`config.mk`:
```
export PLATFORM = sky130hd
export DESIGN_NAME = axis_prefill_reader
export DESIGN_NICKNAME = d
export VERILOG_FILES = /design/src/rtl/axis_prefill_reader_pkg.sv /design/src/rtl/axis_out_reg.sv /design/src/rtl/axis_prefill_reader.sv
export SDC_FILE = /design/constraint.sdc
export NUM_CORES = 1
export LEC_CHECK = 0
export CAP_MARGIN = 30
export CORE_UTILIZATION = 45
export DETAILED_ROUTE_END_ITERATION = 16
export PLACE_DENSITY = 0.95
export SYNTH_ARGS = -nofsm -noshare
export SYNTH_HDL_FRONTEND = slang
export SYNTH_HIERARCHICAL = 1
export SYNTH_SLANG_ARGS = --single-unit
```
`constraint.sdc`:
```
create_clock -name aclk -period 4.2 [get_ports aclk]
set_clock_uncertainty 0.15 [all_clocks]
set_input_delay 0.84 -clock aclk [delete_from_list [all_inputs] [get_ports aclk]]
set_output_delay 0.84 -clock aclk [all_outputs]
set_load 0.01 [all_outputs]
```
`src/rtl/axis_prefill_reader_pkg.sv`:
```
// Shared constants for the prefill reader: FSM encodings and underrun counter sizing.
package axis_prefill_reader_pkg;

  // Encoding 3 is never produced; the FSM falls back to StFill if it ever sees it.
  typedef enum logic [1:0] {
    StFill  = 2'd0,
    StRun   = 2'd1,
    StFlush = 2'd2
  } state_e;

  localparam int unsigned UnderrunWidth = 16;
  localparam logic [UnderrunWidth-1:0] UnderrunMax = '1;

  // Saturating increment for the underrun episode counter.
  function automatic logic [UnderrunWidth-1:0] sat_inc(input logic [UnderrunWidth-1:0] v);
    return (v == UnderrunMax) ? v : v + 1'b1;
  endfunction

endpackage

```
`src/rtl/axis_out_reg.sv`:
```
// Single-entry AXI-Stream output register with one-cycle latency and full throughput.
module axis_out_reg #(
  parameter int unsigned DataWidth = 32
) (
  input  logic                 aclk,
  input  logic                 aresetn,
  input  logic                 enable,
  input  logic                 clear,
  input  logic [DataWidth-1:0] in_data,
  input  logic                 in_valid,
  output logic                 in_ready,
  output logic [DataWidth-1:0] out_data,
  output logic                 out_valid,
  input  logic                 out_ready
);

  logic [DataWidth-1:0] data_q, data_d;
  logic                 valid_q, valid_d;

  // Accept a new word when enabled and the slot is empty or being emptied this cycle.
  always_comb begin
    in_ready = enable & (~valid_q | out_ready);
  end

  // Next-state: clear discards the held word; otherwise load, drain, or hold.
  always_comb begin
    data_d  = data_q;
    valid_d = valid_q;
    if (clear) begin
      valid_d = 1'b0;
    end else if (in_valid && in_ready) begin
      data_d  = in_data;
      valid_d = 1'b1;
    end else if (out_ready) begin
      valid_d = 1'b0;
    end
  end

  // Register update with synchronous active-low reset.
  always_ff @(posedge aclk) begin
    if (!aresetn) begin
      data_q  <= '0;
      valid_q <= 1'b0;
    end else begin
      data_q  <= data_d;
      valid_q <= valid_d;
    end
  end

  assign out_data  = data_q;
  assign out_valid = valid_q;

endmodule

```
`src/rtl/axis_prefill_reader.sv`:
```
// Holds off reading an external FIFO until it holds more than a threshold of words, then
// streams it out through a one-word register; tracks underrun episodes and supports flush.
module axis_prefill_reader
  import axis_prefill_reader_pkg::*;
#(
  parameter int unsigned AXIS_TDATA_WIDTH = 32,
  parameter int unsigned CNTR_WIDTH       = 32
) (
  input  logic                         aclk,
  input  logic                         aresetn,
  input  logic [CNTR_WIDTH-1:0]        cfg_data,
  input  logic                         cfg_rearm,
  input  logic                         cfg_flush,
  input  logic [CNTR_WIDTH-1:0]        axis_data_count,
  output logic                         s_axis_fifo_tready,
  input  logic [AXIS_TDATA_WIDTH-1:0]  s_axis_fifo_tdata,
  input  logic                         s_axis_fifo_tvalid,
  input  logic                         m_axis_tready,
  output logic [AXIS_TDATA_WIDTH-1:0]  m_axis_tdata,
  output logic                         m_axis_tvalid,
  output logic [1:0]                   sts_state,
  output logic [UnderrunWidth-1:0]     sts_underruns
);

  state_e                   state_q, state_d;
  logic                     run_en;
  logic                     reg_in_ready;
  logic                     starved;
  logic                     starved_q;
  logic                     episode;
  logic [UnderrunWidth-1:0] underruns_q, underruns_d;

  // Starvation is only meaningful while actively reading in RUN.
  assign starved = (state_q == StRun) & s_axis_fifo_tready & ~s_axis_fifo_tvalid;
  assign episode = starved & ~starved_q;

  // FSM state register.
  always_ff @(posedge aclk) begin
    if (!aresetn) begin
      state_q <= StFill;
    end else begin
      state_q <= state_d;
    end
  end

  // FSM next-state: flush overrides threshold crossing and underrun rearm.
  always_comb begin
    state_d = state_q;
    if (cfg_flush) begin
      state_d = StFlush;
    end else begin
      case (state_q)
        StFill: begin
          if (axis_data_count > cfg_data) state_d = StRun;
        end
        StRun: begin
          if (episode && cfg_rearm) state_d = StFill;
        end
        StFlush: begin
          if (!s_axis_fifo_tvalid && (axis_data_count == '0)) state_d = StFill;
        end
        default: state_d = StFill;
      endcase
    end
  end

  // FSM outputs: FIFO ready is forced low during reset and in FILL; FLUSH drains freely.
  always_comb begin
    run_en             = 1'b0;
    s_axis_fifo_tready = 1'b0;
    if (aresetn) begin
      case (state_q)
        StRun: begin
          run_en             = 1'b1;
          s_axis_fifo_tready = reg_in_ready;
        end
        StFlush: s_axis_fifo_tready = 1'b1;
        default: s_axis_fifo_tready = 1'b0;
      endcase
    end
  end

  // Underrun counter next value: one count per rising edge of the starved condition.
  always_comb begin
    underruns_d = underruns_q;
    if (episode) underruns_d = sat_inc(underruns_q);
  end

  // Underrun counter and starved history.
  always_ff @(posedge aclk) begin
    if (!aresetn) begin
      underruns_q <= '0;
      starved_q   <= 1'b0;
    end else begin
      underruns_q <= underruns_d;
      starved_q   <= starved;
    end
  end

  // Loading is gated to RUN; a word already held still drains after leaving RUN.
  axis_out_reg #(
    .DataWidth (AXIS_TDATA_WIDTH)
  ) u_out_reg (
    .aclk      (aclk),
    .aresetn   (aresetn),
    .enable    (run_en),
    .clear     (cfg_flush),
    .in_data   (s_axis_fifo_tdata),
    .in_valid  (s_axis_fifo_tvalid),
    .in_ready  (reg_in_ready),
    .out_data  (m_axis_tdata),
    .out_valid (m_axis_tvalid),
    .out_ready (m_axis_tready)
  );

  assign sts_state     = state_q;
  assign sts_underruns = underruns_q;

endmodule

```
==> key figures, run 1 <==
STA
  – Worst path setup slack after routing: 0.8872 ns
  – Setup Total Neg Slack: 0 ns
  – Minimum clock period: 3.313 ns
  – Worst slew margin relative to its limit: 0.3888
  – Final number of hold-violating endpoints: 0
  – Slew of the pin with the lowest slew margin: 0.9158 ns
  – Final setup violation count: 0
  – Final number of max-transition violations: 0
  – Final worst-path cycle share: 0.7888
  – Fmax achieved: 301.9 MHz
  – Setup repair after global routing missed its margin: false

Route
  – Wire length per cell: 13.42 um
  – Drt via density: 5.107
  – Total wire length: 8413 um
  – Remaining antenna violation count after routing: 0
  – Vias post-DR: 3202
  – DRC violation count after routing: 0
  – Drt first-iter violations: 90
  – DRT Pass-1 Iters: 4

Placement
  – Detailed placer's ending HPWL: 6867 um
  – Worst setup slack before clock tree synthesis: 0.8660 ns
  – Placed cell count: 619
  – Weighted congestion at the end of routability-driven global placement: 0.8117
  – Number of port buffers: 153

Global routing
  – GRT busiest layer: met2
  – Global-route wire length before repair: 13460 um
  – GR Layer Usage met3: 0.04360
  – Number of global-route vias before repair: 3141
  – Total GRT Usage: 0.2228
  – Global-route track usage on met2: 0.4316
  – Initial antenna violation count: 0
  – Global-route met1 utilization: 0.2341
  – Remaining Overflow, GRT: 0
  – Largest net degree at the start of global routing: between 80 and 90

Clocking
  – CTS-repair resized insts: 0
  – Clock transition at the registers of the reported paths: 0.09 ns
  – CTS H-tree lvls: 2
  – CTS Hold Bufs: 0
  – Total CTS buffers: 5
  – Clock Path Buffers: 2
  – Clock tree from TritonCTS: built
  – # Post-CTS Setup Buffers: 0
  – Clock sink count: 52
  – Buffer type at the clock tree root: sky130_fd_sc_hd__clkbuf_8
  – Clock latency on the worst-skew pair: 0.30 ns

Floorplan
  – Row count: 30
  – Die boundary width: 87.22 um
  – Top Ports: 154
  – Die Ht: 87.22 um
  – Area enclosed by the die boundary: 7607 um^2
  – Initial Utilization: 0.4732
  – Core Region: 6907 um^2

Worst setup path
  – Slowest stage cell, crit path: sky130_fd_sc_hd__clkdlybuf4s50_1
  – Largest fanout on the critical path: 3
  – Beginning of the worst register-to-register path: sts_state[1]
  – Data arrival time of the critical path: 2.32 ns
  – Worst Setup Start Kind: input port
  – Cell class contributing the biggest share of worst-path delay: buffers and inverters
  – Depth of the worst register-to-register path: 10
  – Register-to-Register Setup Slack: 1.47 ns
  – Critical path data required time: 3.21 ns
  – Worst path max stage delay: between 0.5 and 0.6 ns
  – Most used cell, CP: sky130_fd_sc_hd__clkdlybuf4s50_1
  – Crit path cell chain: clkdlybuf4s50_1, nand2b_4, and2_2, a21oi_1, nor2_1, clkdlybuf4s50_1
  – Endpoint type of the worst setup path: output pin
  – Buf+Inv Stages, Crit Path: 2
  – Worst setup path category: in -> out
  – Endpoint of the lowest-slack register-to-register path: sts_underruns[6]

Worst hold path
  – Classification of the worst-slack hold path: reg -> reg
  – Hold_sp: u_out_reg/out_data[4]
  – Cells on Worst Hold Path: 2
  – Worst Hold Endpoint: u_out_reg/out_data[4]

Synthesis
  – Share of synthesized registers carrying an async set or reset: 0
  – Sequential area share after synthesis: 0.3185
  – Largest cells by area after synthesis: sky130_fd_sc_hd__dfxtp_1 (32%), sky130_fd_sc_hd__ha_1 (14%), sky130_fd_sc_hd__mux2i_1 (10%), sky130_fd_sc_hd__nand2_1 (8.7%), sky130_fd_sc_hd__inv_1 (4.2%)
  – Total of flip-flops plus latches after synthesis: 52
  – Post-synth top area share: 0.3185
  – EDFF count, synth: 0
  – Yosys Warn Count: 6
  – Post-synth design cell area: 3268 um^2
  – Cell variety after synth: 48
  – Number of cells produced by synthesis: 381
  – Synthesized area divided by synthesized cell count: 8.578 um^2
  – Dominant cell type by area after synthesis: sky130_fd_sc_hd__dfxtp_1
  – Syn_nets: roughly 520
  – Cell with the most instances after synthesis: sky130_fd_sc_hd__nand2_1
  – Top flip-flop cell by instance count after synthesis: sky130_fd_sc_hd__dfxtp_1
  – Leading post-synthesis cells by instance count: sky130_fd_sc_hd__nand2_1 (76), sky130_fd_sc_hd__dfxtp_1 (52), sky130_fd_sc_hd__inv_1 (37)

Power and ir drop
  – Leakage: 0.001936 uW
  – Power per cell area: around 200 nW/um^2
  – Max IR drop VDD: 0.1457 mV
  – Total design power: 999.7 uW

Finish
  – Post-layout instance count excluding filler cells: ~630
  – Share of post-route cells with drive strength above 1: 0.04143
  – End-of-flow core utilization: 0.7136
  – Filler Cells Inserted: 517
  – Net count of the finished layout: between 600 and 700
  – Antenna Cells: 0
  – Synthesis-to-layout area growth: 50.80%

Flow run
  – Number of max-capacitance violations reported: 0

Status
  – Outcome: complete, no violations
## registers in the layout (all words and copies together), names as in the netlist
register	count
u_out_reg/out_data	32
starved_q	1
sts_underruns	16
u_out_reg/out_valid	1
sts_state	2
## routing by layer
layer	up-vias	part of all wire
met2	142	0.51
met3	14	0.071
li1	1605	-
met1	1441	0.40
met4	0	0.019
met5	-	0
## layout make-up
type | count | area (um^2) | share of cell area
multi-input combinational | 279 | 1986 | 0.4029
sequential | 52 | 1041 | 0.2112
clock buffer | 6 | 72.57 | 0.01472
tap | 96 | 120.1 | 0.02437
inverter | 37 | 138.9 | 0.02818
clock inverter | 2 | 16.27 | 0.003300
timing repair buffer | 155 | 1554 | 0.3153
## metrics by stage
| stage | instance area (um^2) | hold slack [ns] |
|---|---|---|
| after CTS | 4928 | 0.3112 |
| after detailed placement | 4840 | 0.2978 |
| after global routing | 4928 | 0.3262 |
| after floorplan | 3268 | 0.3290 |
| after global placement | 4840 | 0.2911 |
| final | 4928 | 0.3092 |
## report_power, final
group	internal [uW]	switching [uW]
clock	119	158
combinational	135	89.2
sequential	496	2.42
total	750	250
## worst min-delay path, cell delays in order (launching register included)
cell and delay, ns:
sky130_fd_sc_hd__dfxtp_1 0.32, sky130_fd_sc_hd__nand2_1 0.05, sky130_fd_sc_hd__mux2i_1 0.05
## cell usage in the layout (no fill, tap or decap), types with 2 or more instances in the layout
master	Yosys	final
sky130_fd_sc_hd__a21boi_1	3	3
sky130_fd_sc_hd__a21o_1	4	4
sky130_fd_sc_hd__a21oi_1	15	15
sky130_fd_sc_hd__and2_1	11	11
sky130_fd_sc_hd__and3_1	2	2
sky130_fd_sc_hd__and4_1	5	5
sky130_fd_sc_hd__clkbuf_8	0	5
sky130_fd_sc_hd__clkdlybuf4s50_1	0	152
sky130_fd_sc_hd__dfxtp_1	52	52
sky130_fd_sc_hd__ha_1	36	36
sky130_fd_sc_hd__inv_1	37	37
sky130_fd_sc_hd__mux2i_1	33	33
sky130_fd_sc_hd__nand2_1	76	76
sky130_fd_sc_hd__nand3_1	10	10
sky130_fd_sc_hd__nand4_1	10	10
sky130_fd_sc_hd__nor2_1	8	8
sky130_fd_sc_hd__nor2b_1	4	4
sky130_fd_sc_hd__nor3_2	2	2
sky130_fd_sc_hd__nor4_1	9	9
sky130_fd_sc_hd__o211ai_1	2	2
sky130_fd_sc_hd__o21a_1	2	2
sky130_fd_sc_hd__o21ai_0	10	10
sky130_fd_sc_hd__or3_1	5	5
sky130_fd_sc_hd__xnor2_1	9	9
sky130_fd_sc_hd__xor2_1	2	2
## logic make-up (layout without fill, tap and decap cells)
kind of cell	Yosys count	in the layout	synth area share
AOI/OAI and AO/OA	46	46	0.09610
and+or+nand+nor	153	153	0.2412
adders and majority gates	36	36	0.1378
muxes	33	33	0.1011
xor gates and xnor gates	11	11	0.02948
buffers and inverters	50	200	0.07580
DFF	52	52	0.3185
## worst max path at each step
stage / start / endpoint / slack, ns / cells past startpoint
5_1_grt: m_axis_tready / s_axis_fifo_tready / 0.75 / 6
2_1_floorplan: aresetn / sts_underruns[14] / 1.29 / 9
6_report: m_axis_tready / s_axis_fifo_tready / 0.89 / 6
4_1_cts: m_axis_tready / s_axis_fifo_tready / 0.89 / 6
3_3_place_gp: m_axis_tready / s_axis_fifo_tready / 0.91 / 6
3_5_place_dp: m_axis_tready / sts_underruns[6] / 0.87 / 9
Power figures use the tool's default switching activity.
==> inputs of run 2 (changes only) <==
--- a/config.mk
+++ b/config.mk
@@ -6,9 +6,9 @@
 export NUM_CORES = 1
 export LEC_CHECK = 0
 export CAP_MARGIN = 30
-export CORE_UTILIZATION = 45
+export CORE_UTILIZATION = 38
 export DETAILED_ROUTE_END_ITERATION = 16
-export PLACE_DENSITY = 0.95
+export PLACE_DENSITY = 0.88
 export SYNTH_ARGS = -nofsm -noshare
 export SYNTH_HDL_FRONTEND = slang
 export SYNTH_HIERARCHICAL = 1
==> constraint.sdc (replaced) <==
create_clock -name aclk -period 2.7 [get_ports aclk]
set_clock_uncertainty 0.15 [all_clocks]
set_input_delay 0.54 -clock aclk [delete_from_list [all_inputs] [get_ports aclk]]
set_output_delay 0.54 -clock aclk [all_outputs]
set_load 0.01 [all_outputs]
==> key figures, run 2 (same netlist as run 1, synthesis figures left out) <==
Floorplan
  – Row count: 33 (was 30)
  – Die boundary width: 94.74 um (was 87.22 um)
  – Area enclosed by the die boundary: 8976 um^2 (was 7607 um^2)
  – Die Ht: 94.74 um (was 87.22 um)
  – Top Ports: 154 (unchanged)
  – Core Region: 8258 um^2 (was 6907 um^2)
  – Initial Utilization: 0.3958 (was 0.4732)

Finish
  – End-of-flow core utilization: 0.6114 (was 0.7136)
  – Post-Layout Inst Area: 5049 um^2 (was 4928 um^2)
  – Synthesis-to-layout area growth: 54.48% (was 50.80%)
  – Share of post-route cells with drive strength above 1: 0.06789 (was 0.04143)
  – Antenna Cells: 0 (unchanged)
  – Leading cell type in the layout, fill and taps excluded: sky130_fd_sc_hd__clkdlybuf4s50_1 (unchanged)
  – Number of flip-flops under the largest register name: 32 (unchanged)
  – Most frequent cells in the layout: sky130_fd_sc_hd__clkdlybuf4s50_1 (151), sky130_fd_sc_hd__nand2_1 (76), sky130_fd_sc_hd__dfxtp_1 (52) (was sky130_fd_sc_hd__clkdlybuf4s50_1 (152), sky130_fd_sc_hd__nand2_1 (76), sky130_fd_sc_hd__dfxtp_1 (52))
  – Filler Cells Inserted: 686 (was 517)
  – Net count of the finished layout: 682 (was 668)

STA
  – Fmax achieved: 384.3 MHz
  – Final number of max-transition violations: 0 (unchanged)
  – Final number of hold-violating endpoints: 0 (unchanged)
  – Worst path setup slack after routing: 0.09804 ns (was 0.8872 ns)
  – Final worst-path cycle share: 0.9637
  – Slew of the pin with the lowest slew margin: 0.5274 ns (was 0.9158 ns)
  – Setup repair after global routing missed its margin: false (unchanged)
  – Final setup violation count: 0 (unchanged)
  – Worst slew margin relative to its limit: 0.6457 (was 0.3888)
  – Minimum clock period: 2.602 ns

Route
  – Drt via density: 4.945 (was 5.107)
  – Total wire length: 8508 um (was 8413 um)
  – DRT Pass-1 Iters: 4 (unchanged)
  – Remaining antenna violation count after routing: 0 (unchanged)
  – Vias post-DR: 3214 (was 3202)
  – DRC violation count after routing: 0 (unchanged)
  – Wire length per cell: 13.09 um (was 13.42 um)
  – Drt first-iter violations: 78 (was 90)

Power and ir drop
  – Relative contribution of sequential cells to total power: 0.489 (was 0.498)
  – Power share of the clock group: 0.286 (was 0.277)
  – Switch share: 0.2440 (was 0.2501)
  – Power per cell area: 314.0 nW/um^2 (was 202.8 nW/um^2)
  – Reported net switching power: 386.8 uW (was 250.0 uW)
  – Leakage: 0.002012 uW (was 0.001936 uW)
  – Max IR drop VDD: 0.1764 mV (was 0.1457 mV)
  – Combinational share of power: 0.225 (about the same)
  – Int Pwr: 1198 uW (was 749.7 uW)

Global routing
  – Total GRT Usage: 0.1848 (was 0.2228)
  – GR Layer Usage met3: 0.03060 (was 0.04360)
  – Initial antenna violation count: 0 (unchanged)
  – Remaining Overflow, GRT: 0 (unchanged)
  – Global-route met1 utilization: 0.1955 (was 0.2341)
  – Largest net degree at the start of global routing: 49 (was 85)
  – GRT busiest layer: met2 (unchanged)
  – Global-route wire length before repair: 13340 um (was 13460 um)
  – Global-route track usage on met2: 0.3723 (was 0.4316)
  – Number of global-route vias before repair: 3121 (was 3141)

Clocking
  – Clock Path Buffers: 2 (unchanged)
  – Total CTS buffers: 5 (unchanged)
  – Clock transition at the registers of the reported paths: 0.09 ns (about the same)
  – Buffer type at the clock tree root: sky130_fd_sc_hd__clkbuf_8 (unchanged)
  – Clock sink count: 52 (unchanged)
  – Clock tree from TritonCTS: built (unchanged)
  – CTS H-tree lvls: 2 (unchanged)
  – Clock latency on the worst-skew pair: 0.29 ns (was 0.30 ns)
  – # Post-CTS Setup Buffers: 0 (unchanged)

Placement
  – Worst setup slack before clock tree synthesis: -0.2538 ns (was 0.8660 ns)
  – Detailed placer's ending HPWL: 7071 um (was 6867 um)
  – Number of port buffers: 153 (unchanged)
  – Weighted congestion at the end of routability-driven global placement: 0.8127 (was 0.8117)
  – Placement Cell Area: 4943 um^2 (was 4840 um^2)

Worst setup path
  – Critical path data required time: 2.78 ns (was 3.21 ns)
  – Endpoint type of the worst setup path: flop (was output pin)
  – Largest fanout on the critical path: 7 (was 3)
  – Data arrival time of the critical path: 2.68 ns (was 2.32 ns)
  – Endpoint of the lowest-slack register-to-register path: sts_underruns[9] (was sts_underruns[6])
  – Worst Setup Start Kind: input port (unchanged)
  – Beginning of the worst register-to-register path: sts_state[1] (unchanged)
  – Worst setup path category: in -> reg (was in -> out)
  – Depth of the worst register-to-register path: 9 (was 10)
  – Register-to-Register Setup Slack: 0.17 ns (was 1.47 ns)

Worst hold path
  – Hold_sp: u_out_reg/out_data[29] (was u_out_reg/out_data[4])
  – Cells on Worst Hold Path: 2 (unchanged)
  – Worst Hold Endpoint: u_out_reg/out_data[29] (was u_out_reg/out_data[4])
  – Classification of the worst-slack hold path: reg -> reg (unchanged)

Status
  – Outcome: complete, no violations (unchanged)

Flow run
  – Number of max-capacitance violations reported: 0 (unchanged)
## run 2: worst max-delay path: stages
cell and delay [ns]:
sky130_fd_sc_hd__clkdlybuf4s50_1 0.45, sky130_fd_sc_hd__nand2b_4 0.11, sky130_fd_sc_hd__and2_2 0.15, sky130_fd_sc_hd__o21ba_4 0.13
sky130_fd_sc_hd__or4b_4 0.51, sky130_fd_sc_hd__a211o_4 0.32, sky130_fd_sc_hd__or3_1 0.31, sky130_fd_sc_hd__a21boi_1 0.14
## run 2: power groups by stage
stage	clock [uW]	combinational [uW]	sequential, uW
3_5_place_dp	0	354	793
3_3_place_gp	0	343	793
4_1_cts	474	357	775
5_1_grt	506	393	776
6_report	454	356	775
2_1_floorplan	0	140	795
## run 2: routing by layer
metal | part of all wire | vias up
li1 | - | 1635
met1 | 0.40 | 1474
met2 | 0.53 | 98
met3 | 0.055 | 7
met4 | 0.010 | 0
met5 | 0 | -
## run 2: worst max path at each step
stage | to | depth (start not counted) | slack [ns] | start
2_1_floorplan | sts_underruns[14] | 9 | 0.09 | aresetn
3_3_place_gp | sts_underruns[14] | 9 | -0.23 | m_axis_tready
3_5_place_dp | sts_underruns[14] | 9 | -0.25 | m_axis_tready
4_1_cts | sts_underruns[14] | 9 | 0.07 | m_axis_tready
5_1_grt | sts_underruns[5] | 8 | 0.02 | m_axis_tready
6_report | sts_underruns[9] | 8 | 0.1 | m_axis_tready
## run 2: repair_timing
action	in CTS	in global routing
hold buffers	0	0
gates resized for setup	1	2
setup endpoints to repair	1	5
## run 2: cell type report
class	count	area, um^2	area share
Clock buffer	7	86.33	0.01710
Multi-Input combinational cell	279	1998	0.3958
Clock inverter	1	7.507	0.001487
Sequential cell	52	1041	0.2062
Timing Repair Buffer	169	1645	0.3259
Inverter	37	138.9	0.02751
Tap cell	105	131.4	0.02602
## run 2: stage by stage
stage / TNS [ns] / instances / hold WS (ns) / power [uW]
floorplan: 0 / 381 / 0.3290 / 934.6
global placement: -2.140 / 642 / 0.2914 / 1136
detailed placement: -2.690 / 642 / 0.2989 / 1147
CTS: 0 / 650 / 0.3177 / 1606
global route: 0 / 650 / 0.3286 / 1675
finish: 0 / 650 / 0.3164 / 1585
